### config.mk
export PLATFORM = sky130hd
export DESIGN_NAME = capture_ctrl
export DESIGN_NICKNAME = d
export VERILOG_FILES = /design/src/rtl/capture_ctrl.sv
export SDC_FILE = /design/constraint.sdc
export NUM_CORES = 1
export LEC_CHECK = 0
export BUFFER_PORTS_ARGS = -buffer_cell sky130_fd_sc_hd__buf_2
export CORE_MARGIN = 1
export CORE_UTILIZATION = 55
export DETAILED_ROUTE_END_ITERATION = 16
export HOLD_SLACK_MARGIN = 0.02
export PLACE_DENSITY = 0.86
export REMOVE_ABC_BUFFERS = 1
export SETUP_SLACK_MARGIN = 0.4
export SLEW_MARGIN = 20
export SYNTH_ARGS = -nofsm -noshare
export SYNTH_HDL_FRONTEND = slang
export SYNTH_SLANG_ARGS = --single-unit
export TNS_END_PERCENT = 5
### constraint.sdc
create_clock -name clk -period 5.65 [get_ports clk]
set_input_delay 0.2825 -clock clk [delete_from_list [all_inputs] [get_ports clk]]
set_output_delay 0.2825 -clock clk [all_outputs]
set_load 0.02 [all_outputs]
### src/rtl/capture_ctrl.sv
// Circular pre/post-trigger capture sequencer for a ram_dc block (both RAM clocks on clk).
// Streams samples into RAM while armed, freezes post_count samples after the trigger, then replays oldest-first.
module capture_ctrl #(
  parameter int unsigned DATAWIDTH = 18,
  parameter int unsigned ADDRWIDTH = 10
) (
  input  logic                 clk,
  input  logic                 reset,
  input  logic                 arm,
  input  logic                 trig,
  input  logic [ADDRWIDTH-1:0] post_count,
  input  logic [DATAWIDTH-1:0] in_data,
  input  logic                 in_valid,
  output logic [ADDRWIDTH-1:0] ram_wr_addr,
  output logic [DATAWIDTH-1:0] ram_wr_data,
  output logic                 ram_we,
  output logic [ADDRWIDTH-1:0] ram_rd_addr,
  input  logic [DATAWIDTH-1:0] ram_rd_data,
  input  logic                 rd_req,
  output logic [DATAWIDTH-1:0] rd_data,
  output logic                 rd_valid,
  output logic                 rd_last,
  output logic                 armed,
  output logic                 done,
  output logic [ADDRWIDTH-1:0] trig_addr
);

  localparam int unsigned DEPTH = 2 ** ADDRWIDTH;
  localparam int unsigned CNTW  = ADDRWIDTH + 1;

  typedef enum logic [2:0] {
    S_IDLE  = 3'd0,
    S_ARMED = 3'd1,
    S_POST  = 3'd2,
    S_DONE  = 3'd3,
    S_READ  = 3'd4
  } state_t;

  state_t              state_q, state_d;
  logic [ADDRWIDTH-1:0] wr_ptr_q, rd_ptr_q, remaining_q, trig_addr_q, post_lat_q;
  logic [CNTW-1:0]      rd_cnt_q;
  logic                 filled_q, rd_valid_q, rd_last_q;

  logic we_c, issue_c, last_issue_c, trig_hit_c, start_rd_c, arm_ok_c;

  // Next-state and per-cycle strobes
  always_comb begin
    state_d      = state_q;
    we_c         = 1'b0;
    issue_c      = 1'b0;
    last_issue_c = 1'b0;
    trig_hit_c   = 1'b0;
    start_rd_c   = 1'b0;
    arm_ok_c     = arm && (state_q != S_READ);
    case (state_q)
      S_IDLE: ;
      S_ARMED: begin
        we_c = in_valid;
        if (trig && in_valid) begin
          state_d    = S_POST;
          trig_hit_c = 1'b1;
        end
      end
      S_POST: begin
        if (remaining_q == '0) state_d = S_DONE;
        else                   we_c    = in_valid;
      end
      S_DONE: begin
        if (rd_req) begin
          state_d    = S_READ;
          start_rd_c = 1'b1;
        end
      end
      S_READ: begin
        issue_c = 1'b1;
        if (rd_cnt_q == CNTW'(1)) begin
          last_issue_c = 1'b1;
          state_d      = S_DONE;
        end
      end
      default: state_d = S_IDLE;
    endcase
    // A new arm restarts capture from any state but READ
    if (arm_ok_c) begin
      state_d    = S_ARMED;
      trig_hit_c = 1'b0;
      start_rd_c = 1'b0;
    end
  end

  always_ff @(posedge clk) begin
    if (reset) state_q <= S_IDLE;
    else       state_q <= state_d;
  end

  // Write/read pointers, trigger bookkeeping and read-side strobes
  always_ff @(posedge clk) begin
    if (reset) begin
      wr_ptr_q    <= '0;
      rd_ptr_q    <= '0;
      remaining_q <= '0;
      trig_addr_q <= '0;
      post_lat_q  <= '0;
      rd_cnt_q    <= '0;
      filled_q    <= 1'b0;
      rd_valid_q  <= 1'b0;
      rd_last_q   <= 1'b0;
    end else begin
      if (arm_ok_c) begin
        wr_ptr_q   <= '0;
        filled_q   <= 1'b0;
        post_lat_q <= post_count;
      end else if (we_c) begin
        wr_ptr_q <= wr_ptr_q + ADDRWIDTH'(1);
        if (wr_ptr_q == ADDRWIDTH'(DEPTH - 1)) filled_q <= 1'b1;
      end

      if (trig_hit_c) begin
        trig_addr_q <= wr_ptr_q;
        remaining_q <= post_lat_q;
      end else if ((state_q == S_POST) && we_c) begin
        remaining_q <= remaining_q - ADDRWIDTH'(1);
      end

      // Once wrapped, the oldest sample sits at wr_ptr and the whole RAM is valid
      if (start_rd_c) begin
        rd_ptr_q <= filled_q ? wr_ptr_q : '0;
        rd_cnt_q <= filled_q ? CNTW'(DEPTH) : {1'b0, wr_ptr_q};
      end else if (issue_c) begin
        rd_ptr_q <= rd_ptr_q + ADDRWIDTH'(1);
        rd_cnt_q <= rd_cnt_q - CNTW'(1);
      end

      rd_valid_q <= issue_c;
      rd_last_q  <= last_issue_c;
    end
  end

  assign ram_we      = we_c;
  assign ram_wr_addr = wr_ptr_q;
  assign ram_wr_data = in_data;
  assign ram_rd_addr = rd_ptr_q;
  assign rd_data     = ram_rd_data;
  assign rd_valid    = rd_valid_q;
  assign rd_last     = rd_last_q;
  assign armed       = (state_q == S_ARMED) || (state_q == S_POST);
  assign done        = (state_q == S_DONE);
  assign trig_addr   = trig_addr_q;

endmodule

==> key figures <==
Timing
  – Final Hold Fails: 0
  – Worst-margin pin slew: between 0.9 and 1 ns
  – Slew margin rel.: roughly a third
  – Setup TNS: 0 ns
  – Fmax achieved: 361 MHz
  – Max-slew violations: 0
  – Unrepaired setup endpoints after global routing: no
  – Skew final: 0.00835 ns
  – Crit share post-route: roughly 49%
  – Final setup fails: 0
  – Fin crit period: between 2 and 3 ns

Global route
  – Largest net degree at the start of global routing: 55
  – Global-route wire length before repair: 16100 µm
  – Vias in the first global route: about 3000
  – GRT Total Usage: around 30%
  – Congestion Overflow GR: 0
  – Initial antenna violation count: 0

Power
  – Sw Ratio: between 20% and 30%
  – Leakage Power: about 0.0015 µW
  – Combinational power share: slightly above 6%
  – Clock power share: 45.3%
  – VDD IR-drop max: 0.000196 V
  – Power Density: between 200 and 300 nW/µm²
  – P_sw: roughly 240 µW
  – Int Power: around 760 µW
  – Register share of total power: between 40% and 50%

Critical path
  – Worst setup path category: flop to output pin
  – CP Data Required Time: approximately 5.4 ns
  – Nature of the critical path startpoint: flop
  – CP max stage cell: nor4_2
  – Data arrival, critical path: roughly 2.5 ns
  – CP Max Fanout: 10
  – CP Cell Sequence: or4_4, nor4_2, nor2_1, buf_2
  – Crit. End Element: output pin
  – Crit-path max cell delay: ~0.8 ns

Logic synthesis
  – Top-area cell type share of the netlist area: between 30% and 40%
  – Cells after synthesis: 457
  – FFs w/ async S/R, synth: 0%
  – Post-synth top area cell: dfxtp_1
  – Most common cell in the synthesized netlist: dfxtp_1
  – Flops & latches, synth: 67
  – Synth warn: 0
  – Synth unique cells: 56
  – Mean Syn Cell Area: between 8 and 9 µm²
  – Most instantiated cells after synthesis: dfxtp_1, nand2_1, a21oi_1
  – Mapped Area: between 3000 and 4000 µm²
  – Main flop type after synthesis: dfxtp_1
  – Number of flops mapped to enable cells by yosys: 0
  – Synth top area cells: dfxtp_1, buf_4, a21oi_1
  – Post-synthesis sequential area ratio: roughly 36%

Clock tree
  – H-tree Lvls: 3
  – Hold_buf cts: 0
  – Clock buffer depth: 2
  – Setup Buffers After CTS: 0
  – Clock transition at path regs: roughly 0.08 ns
  – Clk root buf: clkbuf_8
  – Clk_lat worst skew: ~0.36 ns
  – Clock Sinks: between 60 and 70
  – CTS Buf Count: 9
  – CTS resizes: 0
  – CTS tree: built

Place
  – Port Buffers: 50
  – RePlAce Congestion: between 1 and 1.5
  – Post-DP HPWL: just over 7000 µm

Routing
  – Initial drt markers: slightly above 400
  – Routed Antenna Nets: 0
  – Drt pass-1 iters: 11
  – DRC viols: 2
  – Detailed Route WL: 10400 µm
  – Via density: between 6 and 7
  – Drt wl/cell: just under 20 µm
  – DR vias: approximately 3400

Floorplan
  – FP Rows: 29
  – Core Box Area: ~6400 µm²
  – Die W: between 80 and 90 µm
  – Die area: approximately 7000 µm²
  – Die height: about 84 µm
  – I/O pin total: 123
  – Initial core utilization: 57.5%

Final layout
  – Layout area overhead: 4.33%
  – Core Util, Final: 60.0%
  – Nets@finish: 505
  – ANT cells: 0
  – Share of cells above drive strength 1: between 15 and 20%

Run
  – Max Cap Violations: 0

Hold path
  – Hold Path Class: input port to flop

Outcome
  – Failing checks: design-rule violations
  – Status: finished with violations
## sequential cells by signal, summed over array words and instances, names as in the netlist
| signal | cells |
|---|---|
| rd_cnt_q | 11 |
| post_lat_q | 10 |
| ram_wr_addr | 10 |
| remaining_q | 10 |
| rd_valid | 1 |
| state_q | 3 |
| trig_addr | 10 |
| ram_rd_addr | 10 |
| filled_q | 1 |
| rd_last | 1 |
## per-layer routing
| layer | up-vias | track usage, % | wire length [µm] |
|---|---|---|---|
| li1 | 1591 | - | - |
| met1 | 1579 | 37.9 | 4400 |
| met2 | 187 | 42.7 | 4490 |
| met3 | 23 | 13.6 | 1310 |
| met4 | 0 | 11.9 | 191 |
| met5 | - | 4.55 | 0 |
## final timing paths
path	to	slack (ns)	from	depth (start not counted)
max	ram_we	2.88	remaining_q[2]	4
min	post_lat_q[7]	0.16	post_count[7]	3
max reg2reg	remaining_q[4]	2.95	state_q[1]	4
min reg2reg	trig_addr[1]	0.45	trig_addr[1]	2
## critical path: cells and delay by family, from the launching register on
kind / cells / cell delay (ns)
simple gates: 3 / 1.55
flops: 1 / 0.39
buf+inv: 1 / 0.20
## area by class of cell
type | instances | area [µm²]
fillers | 558 | 2570
multi-input cells | 311 | 1900
flip-flops and latches | 67 | 1340
repair buffers | 51 | 265
clock buffers | 10 | 138
well taps | 77 | 96.3
clock inverters | 6 | 86.3
inverters | 8 | 30.0
## metrics by stage
step	hold slack [ns]	setup WS (ns)	total power (µW)	area (µm²)	instances
after floorplan	0.352	3.38	532	3270	386
after global placement	0.444	3.08	555	3620	513
after detailed placement	0.446	2.90	558	3620	513
after CTS	0.156	2.89	1000	3840	529
after global routing	0.166	2.74	1030	3860	530
final	0.156	2.88	1000	3860	530
## power by group through the flow
stage	clock (µW)	sequential, µW	combinational [µW]
CTS	457	487	60.8
detailed placement	0	497	60.5
floorplan	0	496	36.5
global route	478	488	68.7
finish	454	487	62.3
global placement	0	497	57.6
## logic make-up (layout without fill, tap and decap cells)
group                      after synthesis  count (layout)  synth area share, %
AOI/OAI and AO/OA                      112             112                 19.6
xor gates and xnor gates                16              16                 3.79
adders and majority gates                5               5                 1.69
buffers and inverters                   79              75                 12.3
DFF                                     67              67                 36.3
muxes                                    7               7                 1.90
and+or+nand+nor                        171             171                 24.4
## placed cells by master (no fill, tap or decap), types with 8 or more instances in the layout
master / instances
dfxtp_1: 67
nand2_1: 63
a21oi_1: 52
buf_2: 50
nor2_1: 23
a211oi_1: 19
nand3_1: 11
nand2b_1: 10
clkbuf_8: 10
o31ai_1: 9
xor2_1: 9
inv_1: 8
nor3_1: 8
or4_1: 8
Note: power is estimated with default switching activity, not from simulation.
